--- src/rtl/trend_series_detector_pkg.sv ---
// Shared types for the trend series detector: FSM states and per-sample class.
package trend_pkg;

  typedef enum logic [1:0] {EMPTY, TRACK, LOCK_UP, LOCK_DN} trend_state_e;

  typedef enum logic [1:0] {CLS_HOLD, CLS_INCR, CLS_DECR, CLS_ERR} trend_cls_e;

endpackage

--- src/rtl/trend_series_detector_classify.sv ---
// Combinational classifier: compares a sample against the previous one.
module trend_classify
  import trend_pkg::*;
#(
  parameter int WIDTH = 8,
  parameter int STEP  = 1,
  parameter bit WRAP  = 1'b0
) (
  input  logic [WIDTH-1:0] prev,
  input  logic [WIDTH-1:0] data,
  output trend_cls_e       cls
);

  // Signed delta needs one extra bit so that e.g. 255->0 is not mistaken for +1.
  localparam logic [WIDTH:0]   STEP_S  = (WIDTH+1)'(STEP);
  localparam logic [WIDTH:0]   STEP_SN = -STEP_S;
  // Modular delta: -STEP folds onto 2^WIDTH-STEP.
  localparam logic [WIDTH-1:0] STEP_W  = WIDTH'(STEP);
  localparam logic [WIDTH-1:0] STEP_WN = -STEP_W;

  logic [WIDTH:0]   diff_s;
  logic [WIDTH-1:0] diff_w;

  assign diff_s = {1'b0, data} - {1'b0, prev};
  assign diff_w = data - prev;

  // Map the delta onto one of four classes.
  always_comb begin
    cls = CLS_ERR;
    if (WRAP) begin
      if (diff_w == '0)           cls = CLS_HOLD;
      else if (diff_w == STEP_W)  cls = CLS_INCR;
      else if (diff_w == STEP_WN) cls = CLS_DECR;
    end else begin
      if (diff_s == '0)           cls = CLS_HOLD;
      else if (diff_s == STEP_S)  cls = CLS_INCR;
      else if (diff_s == STEP_SN) cls = CLS_DECR;
    end
  end

endmodule

--- src/rtl/trend_series_detector.sv ---
// Monotonicity monitor: classifies accepted samples, tracks run length,
// detects up/down lock and counts errors.
module trend_series_detector
  import trend_pkg::*;
#(
  parameter int WIDTH    = 8,
  parameter int STEP     = 1,
  parameter int LOCK_LEN = 4,
  parameter int CNT_W    = 8,
  parameter bit WRAP     = 1'b0
) (
  input  logic             clk,
  input  logic             reset,
  input  logic             clear,
  input  logic             in_valid,
  input  logic [WIDTH-1:0] data,
  output logic             out_valid,
  output logic             incr,
  output logic             decr,
  output logic             hold,
  output logic             error,
  output logic [CNT_W-1:0] run_len,
  output logic             lock_up,
  output logic             lock_dn,
  output logic [CNT_W-1:0] err_count
);

  localparam logic [CNT_W-1:0] LOCK_TH = CNT_W'(LOCK_LEN);
  localparam logic [CNT_W-1:0] ONE     = CNT_W'(1);

  trend_state_e     state, state_nxt;
  trend_cls_e       cls, cls_q, cls_nxt;
  // Direction of the current run; CLS_HOLD means no run in progress.
  trend_cls_e       dir, dir_nxt;
  logic [WIDTH-1:0] prev, prev_nxt;
  logic [CNT_W-1:0] run_nxt, err_nxt, run_inc;
  // [0] = a classification is produced this edge, [1] = registered strobe.
  logic [1:0]       vld_pipe;

  trend_classify #(.WIDTH(WIDTH), .STEP(STEP), .WRAP(WRAP)) u_cls (
    .prev (prev),
    .data (data),
    .cls  (cls)
  );

  assign run_inc = (run_len == '1) ? run_len : run_len + ONE;

  // Next-state: FSM, run tracking and error counting on an accepted sample.
  always_comb begin
    state_nxt   = state;
    prev_nxt    = prev;
    dir_nxt     = dir;
    run_nxt     = run_len;
    err_nxt     = err_count;
    cls_nxt     = CLS_HOLD;
    vld_pipe[0] = 1'b0;
    if (in_valid) begin
      prev_nxt = data;
      if (state == EMPTY) begin
        state_nxt = TRACK;
      end else begin
        vld_pipe[0] = 1'b1;
        cls_nxt     = cls;
        unique case (cls)
          CLS_INCR: begin
            run_nxt = (dir == CLS_INCR) ? run_inc : ONE;
            dir_nxt = CLS_INCR;
            if (state == LOCK_DN)                           state_nxt = TRACK;
            else if (state == TRACK && run_nxt >= LOCK_TH) state_nxt = LOCK_UP;
          end
          CLS_DECR: begin
            run_nxt = (dir == CLS_DECR) ? run_inc : ONE;
            dir_nxt = CLS_DECR;
            if (state == LOCK_UP)                           state_nxt = TRACK;
            else if (state == TRACK && run_nxt >= LOCK_TH) state_nxt = LOCK_DN;
          end
          CLS_ERR: begin
            run_nxt   = '0;
            dir_nxt   = CLS_HOLD;
            err_nxt   = (err_count == '1) ? err_count : err_count + ONE;
            state_nxt = TRACK;
          end
          default: ;  // hold: run and lock are unchanged
        endcase
      end
    end
  end

  // State register; clear behaves like reset and overrides any sample.
  always_ff @(posedge clk or negedge reset) begin
    if (!reset) begin
      state       <= EMPTY;
      prev        <= '0;
      dir         <= CLS_HOLD;
      run_len     <= '0;
      err_count   <= '0;
      cls_q       <= CLS_HOLD;
      vld_pipe[1] <= 1'b0;
    end else if (clear) begin
      state       <= EMPTY;
      prev        <= '0;
      dir         <= CLS_HOLD;
      run_len     <= '0;
      err_count   <= '0;
      cls_q       <= CLS_HOLD;
      vld_pipe[1] <= 1'b0;
    end else begin
      state       <= state_nxt;
      prev        <= prev_nxt;
      dir         <= dir_nxt;
      run_len     <= run_nxt;
      err_count   <= err_nxt;
      cls_q       <= cls_nxt;
      vld_pipe[1] <= vld_pipe[0];
    end
  end

  assign out_valid = vld_pipe[1];
  assign incr      = vld_pipe[1] && (cls_q == CLS_INCR);
  assign decr      = vld_pipe[1] && (cls_q == CLS_DECR);
  assign hold      = vld_pipe[1] && (cls_q == CLS_HOLD);
  assign error     = vld_pipe[1] && (cls_q == CLS_ERR);
  assign lock_up   = (state == LOCK_UP);
  assign lock_dn   = (state == LOCK_DN);

endmodule

--- config.mk ---
export PLATFORM = sky130hd
export DESIGN_NAME = trend_series_detector
export DESIGN_NICKNAME = d
export VERILOG_FILES = /design/src/rtl/trend_series_detector_pkg.sv /design/src/rtl/trend_series_detector_classify.sv /design/src/rtl/trend_series_detector.sv
export SDC_FILE = /design/constraint.sdc
export NUM_CORES = 1
export LEC_CHECK = 0
export BUFFER_PORTS_ARGS = -buffer_cell sky130_fd_sc_hd__clkbuf_2
export CORE_MARGIN = 2
export CORE_UTILIZATION = 28
export DETAILED_ROUTE_END_ITERATION = 16
export PLACE_DENSITY = 0.41
export RECOVER_POWER = 25
export SLEW_MARGIN = 15
export SYNTH_ARGS = -nofsm -noshare
export SYNTH_HDL_FRONTEND = slang
export SYNTH_SLANG_ARGS = --single-unit
--- constraint.sdc ---
create_clock -name clk -period 3.5 [get_ports clk]
set_input_delay 0.35 -clock clk [delete_from_list [all_inputs] [get_ports clk]]
set_output_delay 0.35 -clock clk [all_outputs]
set_load 0.05 [all_outputs]
==> results of run 1 <==
==> stage by stage <==
stage | power (mW) | instance area (um^2) | worst slack [ns] | cells
floorplan | 0.509 | 2410 | 0.640 | 281
global placement | 0.558 | 2700 | 0.331 | 413
detailed placement | 0.558 | 2700 | 0.295 | 413
CTS | 0.841 | 2770 | 0.387 | 419
global route | 0.879 | 2770 | 0.193 | 419
finish | 0.823 | 2770 | 0.408 | 419
==> metal layers <==
metal	GRT usage (%)	share of wire (%)
met1	19.9	51
met3	2.96	4.1
met2	21.8	44
met5	0	0
met4	3.25	1.1
==> cell type report <==
type                    count  area share (%)
clock buffers               6            2.62
well taps                 105            4.74
inverters                  23            3.12
multi-input cells         214            53.3
repair buffers             40            8.18
flip-flops and latches     31            28.0
==> cells by family (layout without fill, tap and decap cells) <==
| group | count (synthesis) | in the layout |
|---|---|---|
| AOI/OAI and AO/OA | 67 | 67 |
| xor gates and xnor gates | 5 | 5 |
| adders and majority gates | 12 | 12 |
| buffers and inverters | 36 | 69 |
| DFF | 31 | 31 |
| muxes | 15 | 15 |
| and+or+nand+nor | 115 | 115 |
==> sequential cells by signal, indices dropped and copies added (netlist names) <==
| signal | cells |
|---|---|
| out_valid | 1 |
| state | 2 |
| prev | 8 |
| dir | 2 |
| err_count | 8 |
| run_len | 8 |
| cls_q | 2 |
==> power groups by stage <==
stage | Clock (mW) | Sequential (mW) | Combinational (mW)
2_1_floorplan | 0 | 0.386 | 0.124
3_3_place_gp | 0 | 0.382 | 0.176
3_5_place_dp | 0 | 0.382 | 0.176
4_1_cts | 0.289 | 0.375 | 0.177
5_1_grt | 0.304 | 0.377 | 0.198
6_report | 0.273 | 0.375 | 0.175
==> how the worst min path moves through the flow <==
| stage | startpoint | endpoint | slack, ns | depth (start not counted) |
|---|---|---|---|---|
| floorplan | reset | cls_q[0] | 0.05 | 0 |
| global placement | prev[5] | prev[5] | 0.50 | 2 |
| detailed placement | prev[2] | prev[2] | 0.51 | 2 |
| CTS | reset | prev[3] | 0.21 | 1 |
| global route | data[2] | prev[2] | 0.34 | 3 |
| finish | data[0] | prev[0] | 0.33 | 3 |
==> worst max-delay path: cells and delay by family (launching register included) <==
kind | cells | cell delay [ns]
mux | 1 | 0.30
flops | 1 | 0.40
xor+xnor | 1 | 0.19
fa+ha+maj | 2 | 0.61
simple gates | 4 | 1.48
==> layout by cell type, fill, tap and decap left out, types with 2 or more instances in the layout <==
master,n
mux2i_1,9
nand3_1,11
mux2_2,6
xor2_1,2
nand4_1,3
a21oi_1,9
clkbuf_8,5
o21a_1,2
and3_1,3
nand2b_1,9
o211ai_1,12
a22oi_1,6
nor2b_1,8
dfrtp_1,31
ha_1,11
nor2_1,35
or2_2,3
or3_1,4
nand2_1,14
a21o_1,3
a31oi_1,6
nor4b_4,2
o21ai_0,8
o2111ai_1,6
or4_1,2
o22ai_1,2
buf_4,5
clkbuf_2,33
o32ai_1,2
nor3_1,4
xnor2_1,3
clkbuf_1,2
nor4_1,8
inv_1,23
==> flow_summary_export.csv, run 1 <==
group,metric,value,unit
drt,drt_iter0_drc,126,
power_and_ir_drop,sequentialPowerShare,45.6,%
yosys,synth_compound_area_share,19.9,%
drt,wire_per_inst,14.9,um
timing,holdWs,0.329,ns
timing,fin_crit_sh,88.3,%
yosys,synthMuxAreaShare,6.55,%
run,drv_cap,1,
yosys,synth.most_common_cell,"nor2_1",
timing,min_period,3.09,ns
yosys,synthFlopType,"dfrtp_1",
cts,cts_hold_buf,0,
critical_path,rrSetupSlack,0.41,ns
critical_path,crit_end,"err_count[0]",
yosys,syn_avg_cell_area,8.56,um^2
power_and_ir_drop,sw_frac_of_total,31.6,%
critical_path,arrival,3.26,ns
yosys,async_flop_share,100,%
timing,finalClockSkew,0.00874,ns
grt,overflow,0,
finish,final_core_util,33.5,%
power_and_ir_drop,p_int,0.563,mW
critical_path,rr_worst_depth,8,
critical_path,worstReg2RegEnd,"err_count[0]",
timing,relSlewSlack,-25.4,%
finish,diodes,0,
yosys,synth_nets,305,
yosys,yosys.area.top_type,"dfrtp_1",
drt,wl,6.22,mm
power_and_ir_drop,pwr-share-comb,21.2,%
finish,multiInputGateArea,1480,um^2
die,dieArea,9350,um^2
yosys,synthSimpleGateAreaFrac,26.6,%
critical_path,crit_path_top_delay_cell,"nor4b_4",
min_path,hp-class,"primary input to flop",
die,fp.coreArea,8260,um^2
cts,path_clk_slew,0.07,ns
power_and_ir_drop,ir_worst_vdd,138,uV
placed_design,numPortBuffers,34,
die,rows,33,
drt,ant_nets,0,
drt,drc,0,
grt,grt_antenna_before_repair,0,
finish,final_nets,339,
yosys,synthAdderAreaFrac,6.55,%
die,die_h,96.7,um
grt,globalRouteTotalUtil,14.0,%
timing,maxSlewViolCount,32,
die,die_w,96.7,um
cts,clk_path_buf_depth,2,
cts,post_cts_buffers,0,
cts,cts_resized,0,
drt,vias,2156,
drt,first_pass_iters,4,
yosys,netlist_area,2410,um^2
power_and_ir_drop,switching_power,0.260,mW
finish,fillers,893,
yosys,ys_seq_area_share,32.2,%
grt,grt_pass1_vias,2164,
critical_path,cp_slowest_stage_delay,0.54,ns
yosys,ys_seq_elements,31,
power_and_ir_drop,p_leak,1.18,nW
critical_path,cp_cell_sequence,"ha_1, fa_1, xor2_1, or4_1, or3_4, nor4b_4, nor4_1, mux2_2",
cts,cts-root-buf,"clkbuf_8",
critical_path,endpoint_kind,"flop",
yosys,synth.distinct_cells,56,
drt,viasPerCell,5.15,
timing,max_freq,323,MHz
die,num_io_pins,35,
run_status,violations,"capacitance limit, slew limit",
finish,layout-drive-gt1-share,19.1,%
yosys,ys_top_cells_by_count,"nor2_1 (35), dfrtp_1 (31), inv_1 (23)",
grt,grt_pass1_wl,10.9,mm
yosys,synth.area.top_cells,"dfrtp_1 (32%), ha_1 (5.7%), nor2_1 (5.5%), mux2i_1 (3.7%), o211ai_1 (3.7%)",
timing,rsz0062_at_grt,"false",
power_and_ir_drop,power_frac_clock,33.2,%
yosys,yosys_warnings,0,
yosys,synth_top_family_by_area,"simple AND/OR/NAND/NOR gates",
critical_path,crit_start,"prev[0]",
yosys,synth_top_area_share,32.2,%
run_status,status,"complete, but fails checks",
critical_path,reg2reg_from,"prev[0]",
yosys,syn_inst,281,
placed_design,hpwl,4.46,mm
grt,grt_max_degree,35,
cts,numCtsBuffers,5,
yosys,synth_edf_count,0,
critical_path,required,3.67,ns
cts,cts_tree,"done",
die,start_util,29.1,%
yosys,synth-xor-area-share,1.82,%
cts,cts_max_level,2,
timing,worst_pin_slew,1.88,ns
critical_path,crit_type,"flop to flop",
finish,regArea,776,um^2
cts,clock_latency,0.29,ns
critical_path,cp_max_fo,9,
timing,tns,0,ns
finish,syn_to_final_growth,15.1,%
critical_path,critPathLaunchType,"flop",
timing,finalHoldViolCount,0,
cts,cts_sinks,31,
timing,setup_viol,0,
placed_design,place.gp.congestion,0.800,
power_and_ir_drop,powerDensity,297,nW/um^2
Power figures use the tool's default switching activity.
==> run 2: changes to the inputs <==
--- a/config.mk
+++ b/config.mk
@@ -9,7 +9,7 @@
 export CORE_MARGIN = 2
 export CORE_UTILIZATION = 28
 export DETAILED_ROUTE_END_ITERATION = 16
-export PLACE_DENSITY = 0.41
+export PLACE_DENSITY = 0.43
 export RECOVER_POWER = 25
 export SLEW_MARGIN = 15
 export SYNTH_ARGS = -nofsm -noshare
==> constraint.sdc (replaced) <==
create_clock -name clk -period 2.6 [get_ports clk]
set_input_delay 0.26 -clock clk [delete_from_list [all_inputs] [get_ports clk]]
set_output_delay 0.26 -clock clk [all_outputs]
set_load 0.05 [all_outputs]
==> run 2 against run 1 <==
The flow finishes with violations (capacitance limit, slew limit, setup timing). Cell area is 13% higher. Sequential power is 35% higher. Die area did not move. Critical path depth increased by 1. Critical path type unchanged. Critical endpoint is now err_count[4].
==> flow_summary_export.csv, run 2 (synthesis results as in run 1) <==
group,metric,value,unit
run_status,status,"complete, but fails checks",
run_status,violations,"capacitance limit, slew limit, setup timing",
cts,clk_path_buf_depth,2,
critical_path,worstReg2RegEnd,"err_count[4]",
critical_path,cp_cell_sequence,"ha_2, fa_2, xor2_1, or4_1, or3_4, nor4b_4, buf_4, nor4_1, mux2_2",
drt,viasPerCell,5.16,
placed_design,placed_cells,441,
critical_path,crit_path_top_delay_cell,"or4_1",
drt,vias,2341,
grt,globalRouteTotalUtil,14.0,%
finish,syn_to_final_growth,29.6,%
timing,worst_pin_slew,1.88,ns
grt,grt_pass1_vias,2210,
critical_path,endpoint_kind,"flop",
finish,final_nets,372,
finish,diodes,0,
critical_path,critPathLaunchType,"flop",
die,dieArea,9350,um^2
min_path,hp-class,"primary input to flop",
critical_path,arrival,2.99,ns
grt,grt_pass1_wl,10.9,mm
timing,fin_crit_sh,108,%
critical_path,rr_worst_depth,9,
power_and_ir_drop,ir_worst_vdd,143,uV
power_and_ir_drop,powerDensity,401,nW/um^2
drt,drc,0,
finish,reg_top3,"err_count x8, prev x8, run_len x8",
drt,first_pass_iters,4,
finish,final_cells,454,
cts,cts-root-buf,"clkbuf_8",
die,start_util,29.1,%
drt,ant_nets,0,
min_path,min_to,"prev[6]",
critical_path,required,2.77,ns
critical_path,cp_slowest_stage_delay,0.39,ns
grt,overflow,0,
critical_path,reg2reg_from,"prev[0]",
grt,grt_max_degree,32,
critical_path,crit_start,"prev[0]",
cts,cts_sinks,31,
finish,fin_area,3120,um^2
die,num_io_pins,35,
timing,setup_viol,18,
cts,cts_max_level,2,
placed_design,place.gp.congestion,0.815,
finish,layout-drive-gt1-share,29.5,%
die,fp.coreArea,8260,um^2
die,die_w,96.7,um
cts,cts_tree,"done",
drt,wire_per_inst,14.4,um
timing,rsz0062_at_grt,"true",
die,rows,33,
placed_design,dpl_cell_area,2900,um^2
placed_design,hpwl,4.75,mm
die,die_h,96.7,um
placed_design,numPortBuffers,34,
power_and_ir_drop,p_leak,1.38,nW
min_path,hold_depth,3,
cts,cts_hold_buf,0,
timing,maxSlewViolCount,32,
drt,drt_iter0_drc,97,
critical_path,rrSetupSlack,-0.22,ns
grt,grt_antenna_before_repair,0,
drt,wl,6.52,mm
critical_path,crit_type,"flop to flop",
cts,numCtsBuffers,5,
timing,relSlewSlack,-25.1,%
critical_path,cp_max_fo,6,
cts,clock_latency,0.29,ns
cts,path_clk_slew,0.08,ns
timing,max_freq,355,MHz
timing,finalClockSkew,0.00771,ns
timing,finalHoldViolCount,0,
timing,min_period,2.82,ns
run,drv_cap,1,
finish,final_cell_mix,"nor2_1 (35), buf_4 (35), clkbuf_2 (33)",
timing,layout_setup_ws,-0.217,ns
min_path,hp-start,"data[6]",
[run 2: cell type report]
type                    count  area (um^2)
fillers                   876         5140
multi-input cells         214         1550
flip-flops and latches     31          776
repair buffers             73          477
well taps                 105          131
clock buffers               8          100
inverters                  23         86.3
[run 2: worst max-delay path by stage]
stage / cells past startpoint / endpoint / slack, ns
finish: 9 / err_count[4] / -0.22
CTS: 9 / err_count[7] / -0.22
floorplan: 8 / err_count[2] / -0.18
global placement: 10 / err_count[5] / -0.27
detailed placement: 10 / err_count[7] / -0.31
global route: 9 / err_count[7] / -0.37
[run 2: per-stage QoR]
stage               total power [mW]  TNS, ns  utilization [%]  hold slack [ns]  setup slack, ns
finish                          1.25    -2.96             37.8            0.229           -0.217
global route                    1.32    -5.75             37.8            0.260           -0.373
CTS                             1.25    -3.09             36.7            0.113           -0.223
detailed placement             0.800    -4.38             35.1            0.427           -0.308
global placement               0.800    -3.95             35.1            0.417           -0.270
floorplan                      0.686    -1.04                -          -0.0356           -0.184
[run 2: worst max-delay path: cells and delay by family (launching register included)]
| kind | cells | cell delay, ns |
|---|---|---|
| XOR/XNOR | 1 | 0.18 |
| adder cells (fa/ha/maj) | 2 | 0.54 |
| buffers and inverters | 1 | 0.20 |
| flip-flops | 1 | 0.38 |
| multiplexers | 1 | 0.27 |
| AND/OR/NAND/NOR | 4 | 1.14 |
[run 2: repair_timing]
item | in CTS | in global routing
pin swaps | 5 | 8
endpoints found under the setup margin | 19 | 21
endpoints found under the hold margin | 0 | 0
buffers inserted | 2 | 3
cloned | 0 | 1
gates resized for setup | 5 | 17
[run 2: layer usage]
metal | part of all wire, % | track usage (%)
met1 | 49 | 20.4
met2 | 45 | 21.5
met3 | 3.7 | 1.95
met4 | 1.4 | 4.44
met5 | 0 | 0
[run 2: report_power, final]
part	switching, mW	internal [mW]	total [mW]
clock network	0.200	0.242	0.441
registers	0.0109	0.494	0.505
logic	0.172	0.131	0.303
total	0.383	0.866	1.25
==> run 3: changes to the inputs <==
--- a/config.mk
+++ b/config.mk
@@ -5,11 +5,14 @@
 export SDC_FILE = /design/constraint.sdc
 export NUM_CORES = 1
 export LEC_CHECK = 0
+export ABC_AREA = 1
 export BUFFER_PORTS_ARGS = -buffer_cell sky130_fd_sc_hd__clkbuf_2
+export CELL_PAD_IN_SITES_DETAIL_PLACEMENT = 2
+export CELL_PAD_IN_SITES_GLOBAL_PLACEMENT = 2
 export CORE_MARGIN = 2
 export CORE_UTILIZATION = 28
 export DETAILED_ROUTE_END_ITERATION = 16
-export PLACE_DENSITY = 0.43
+export PLACE_DENSITY_LB_ADDON = 0.2
 export RECOVER_POWER = 25
 export SLEW_MARGIN = 15
 export SYNTH_ARGS = -nofsm -noshare
==> run 3 against run 2 <==
The run ends with capacitance limit, slew limit left. Global-route usage grew 1.9 points. Total power fell by 3.9%. Sequential share of layout area is 1.4 points higher. First-iteration DRC count is 56% lower. Clock skew is 0.0045 ns lower. Critical endpoint is now err_count[7].
==> flow_summary_export.csv, run 3 <==
group,metric,value,unit
power_and_ir_drop,sw_frac_of_total,34.9,%
drt,drc,0,
grt,grt_max_degree,32,
yosys,synth_edf_count,0,
power_and_ir_drop,ir_worst_vdd,201,uV
run,drv_cap,1,
finish,reg_top3,"err_count x8, prev x8, run_len x8",
critical_path,reg2reg_from,"prev[0]",
cts,cts_max_level,2,
grt,overflow,0,
finish,fin_area,2950,um^2
critical_path,rr_worst_depth,15,
drt,first_pass_iters,4,
critical_path,rrSetupSlack,0.25,ns
placed_design,hpwl,5.82,mm
yosys,yosys_warnings,0,
placed_design,place.gp.congestion,0.767,
yosys,syn_inst,354,
finish,diodes,0,
critical_path,crit_type,"flop to flop",
drt,vias,2416,
critical_path,critPathLaunchType,"flop",
yosys,synth.most_common_cell,"nand2_1",
timing,max_freq,425,MHz
yosys,synth_nets,378,
placed_design,dpl_cell_area,2850,um^2
timing,maxSlewViolCount,32,
critical_path,cp_cell_sequence,"ha_1, fa_2, inv_2, nand2_1, nand2_1, nand3_1, nand2_1, nand3_1, nor2_2, nand4_4, nand2_4, nor2_8, nor2_8, nand2_1, nand2_1",
die,dieArea,9860,um^2
cts,numCtsBuffers,5,
timing,setup_viol,0,
die,die_w,99.3,um
timing,finalHoldViolCount,0,
die,die_h,99.3,um
yosys,synth.area.top_cells,"dfrtp_1 (31%), nand2_1 (15%), nand3_1 (8.5%), inv_1 (6.9%), ha_1 (5.4%)",
drt,drt_iter0_drc,43,
yosys,ys_seq_area_share,30.5,%
yosys,synth_top_area_share,30.5,%
die,rows,34,
finish,fillers,1070,
die,fp.coreArea,8760,um^2
grt,grt_pass1_wl,12.8,mm
cts,cts_sinks,31,
yosys,async_flop_share,100,%
power_and_ir_drop,powerDensity,407,nW/um^2
yosys,synthFlopType,"dfrtp_1",
timing,worst_pin_slew,1.80,ns
run_status,violations,"capacitance limit, slew limit",
power_and_ir_drop,pwr-share-comb,26.6,%
finish,final_cells,505,
yosys,synth.distinct_cells,39,
finish,final_core_util,33.7,%
timing,min_period,2.35,ns
grt,grt_antenna_before_repair,0,
cts,clk_path_buf_depth,2,
timing,fin_crit_sh,90.5,%
yosys,ys_seq_elements,31,
drt,wl,7.33,mm
power_and_ir_drop,p_int,0.781,mW
finish,syn_to_final_growth,16.1,%
cts,cts_tree,"done",
yosys,netlist_area,2540,um^2
critical_path,arrival,2.57,ns
placed_design,numPortBuffers,34,
critical_path,endpoint_kind,"flop",
power_and_ir_drop,p_leak,1.57,nW
power_and_ir_drop,power_frac_clock,31.1,%
timing,relSlewSlack,-20.0,%
yosys,syn_avg_cell_area,7.18,um^2
cts,path_clk_slew,0.07,ns
drt,wire_per_inst,14.5,um
drt,ant_nets,0,
critical_path,crit_path_top_delay_cell,"dfrtp_1",
yosys,yosys.area.top_type,"dfrtp_1",
die,start_util,29.0,%
grt,grt_pass1_vias,2595,
critical_path,crit_path_frequent_cell,"nand2_1",
finish,final_common_cell,"nand2_1",
cts,cts-root-buf,"clkbuf_8",
finish,layout-drive-gt1-share,22.4,%
critical_path,cp_max_fo,10,
grt,globalRouteTotalUtil,15.9,%
critical_path,crit_end,"err_count[7]",
min_path,hp-class,"primary input to flop",
timing,finalClockSkew,0.00324,ns
timing,rsz0062_at_grt,"false",
timing,tns,0,ns
die,num_io_pins,35,
yosys,ys_top_cells_by_count,"nand2_1 (103), inv_1 (47), nand3_1 (43)",
placed_design,placed_cells,495,
critical_path,required,2.82,ns
critical_path,crit_start,"prev[0]",
critical_path,worstReg2RegEnd,"err_count[7]",
finish,final_cell_mix,"nand2_1 (103), inv_1 (46), nand3_1 (43)",
cts,clock_latency,0.28,ns
power_and_ir_drop,sequentialPowerShare,42.3,%
run_status,status,"complete, but fails checks",
finish,final_nets,420,
critical_path,cp_slowest_stage_delay,0.39,ns
power_and_ir_drop,switching_power,0.419,mW
drt,viasPerCell,4.78,
-- run 3: cell types whose count changed in the layout (fill, tap and decap cells not counted), sizes merged, moves of 8 or more --
cell	change
mux2i	-8
nand3	+36
nand2	+105
nor2b	-8
nand2b	-9
nor4	-9
inv	+29
buf	-35
o211ai	-12
-- run 3: layout make-up --
| cell class | instances | area (um^2) | share of cell area [%] |
|---|---|---|---|
| well taps | 108 | 135 | 4.58 |
| repair buffers | 38 | 199 | 6.74 |
| clock inverters | 1 | 5.00 | 0.169 |
| multi-input cells | 266 | 1560 | 52.8 |
| clock buffers | 7 | 76.3 | 2.58 |
| inverters | 54 | 203 | 6.86 |
| flip-flops and latches | 31 | 776 | 26.3 |
-- run 3: what timing repair did --
item / CTS / global route
hold buffers: 0 / 0
endpoints found under the setup margin: 0 / 17
gates resized for setup: 0 / 3
setup buffers: 0 / 2
-- run 3: metal layers --
layer	track usage [%]	up-vias	wire length, um
met5	0	-	0
met4	2.53	0	34
met3	2.32	2	145
met2	26.4	26	3440
met1	22.5	1173	3710
li1	-	1215	-
-- run 3: per-stage QoR --
stage / hold WS, ns / worst slack, ns / total power, mW
6_report: 0.242 / 0.247 / 1.20
5_1_grt: 0.254 / 0.0540 / 1.28
4_1_cts: 0.118 / 0.148 / 1.23
3_5_place_dp: 0.430 / 0.142 / 0.840
3_3_place_gp: 0.431 / 0.273 / 0.833
2_1_floorplan: -0.0356 / 0.421 / 0.752
-- run 3: worst max-delay path: cells and delay by family (launching register included) --
family,cells,cell delay (ns)
buffers and inverters,1,0.08
AND/OR/NAND/NOR,12,1.25
flip-flops,1,0.39
adder cells (fa/ha/maj),2,0.56
-- run 3: how the worst min path moves through the flow --
stage                        from        to  cells past startpoint
after floorplan             reset  cls_q[0]                      0
after CTS                   reset   prev[2]                      1
final                     data[6]   prev[6]                      3
after global routing      data[6]   prev[6]                      3
after detailed placement    reset   prev[2]                      1
after global placement      reset   prev[2]                      1
-- run 3: power by group through the flow --
stage	Clock, mW	Sequential [mW]	Combinational (mW)
floorplan	0	0.525	0.226
global placement	0	0.517	0.316
detailed placement	0	0.517	0.323
CTS	0.398	0.508	0.324
global route	0.409	0.509	0.364
finish	0.374	0.508	0.319
-- run 3: cell families (layout without fill, tap and decap cells) --
kind of cell | count (synthesis) | count (layout) | share of synthesized area (%)
AO/OA/AOI/OAI | 28 | 28 | 7.53
flip-flops | 31 | 31 | 30.5
buffers and inverters | 57 | 100 | 8.46
XOR/XNOR | 7 | 7 | 2.71
adder cells (fa/ha/maj) | 12 | 12 | 6.20
AND/OR/NAND/NOR | 218 | 218 | 44.2
multiplexers | 1 | 1 | 0.394
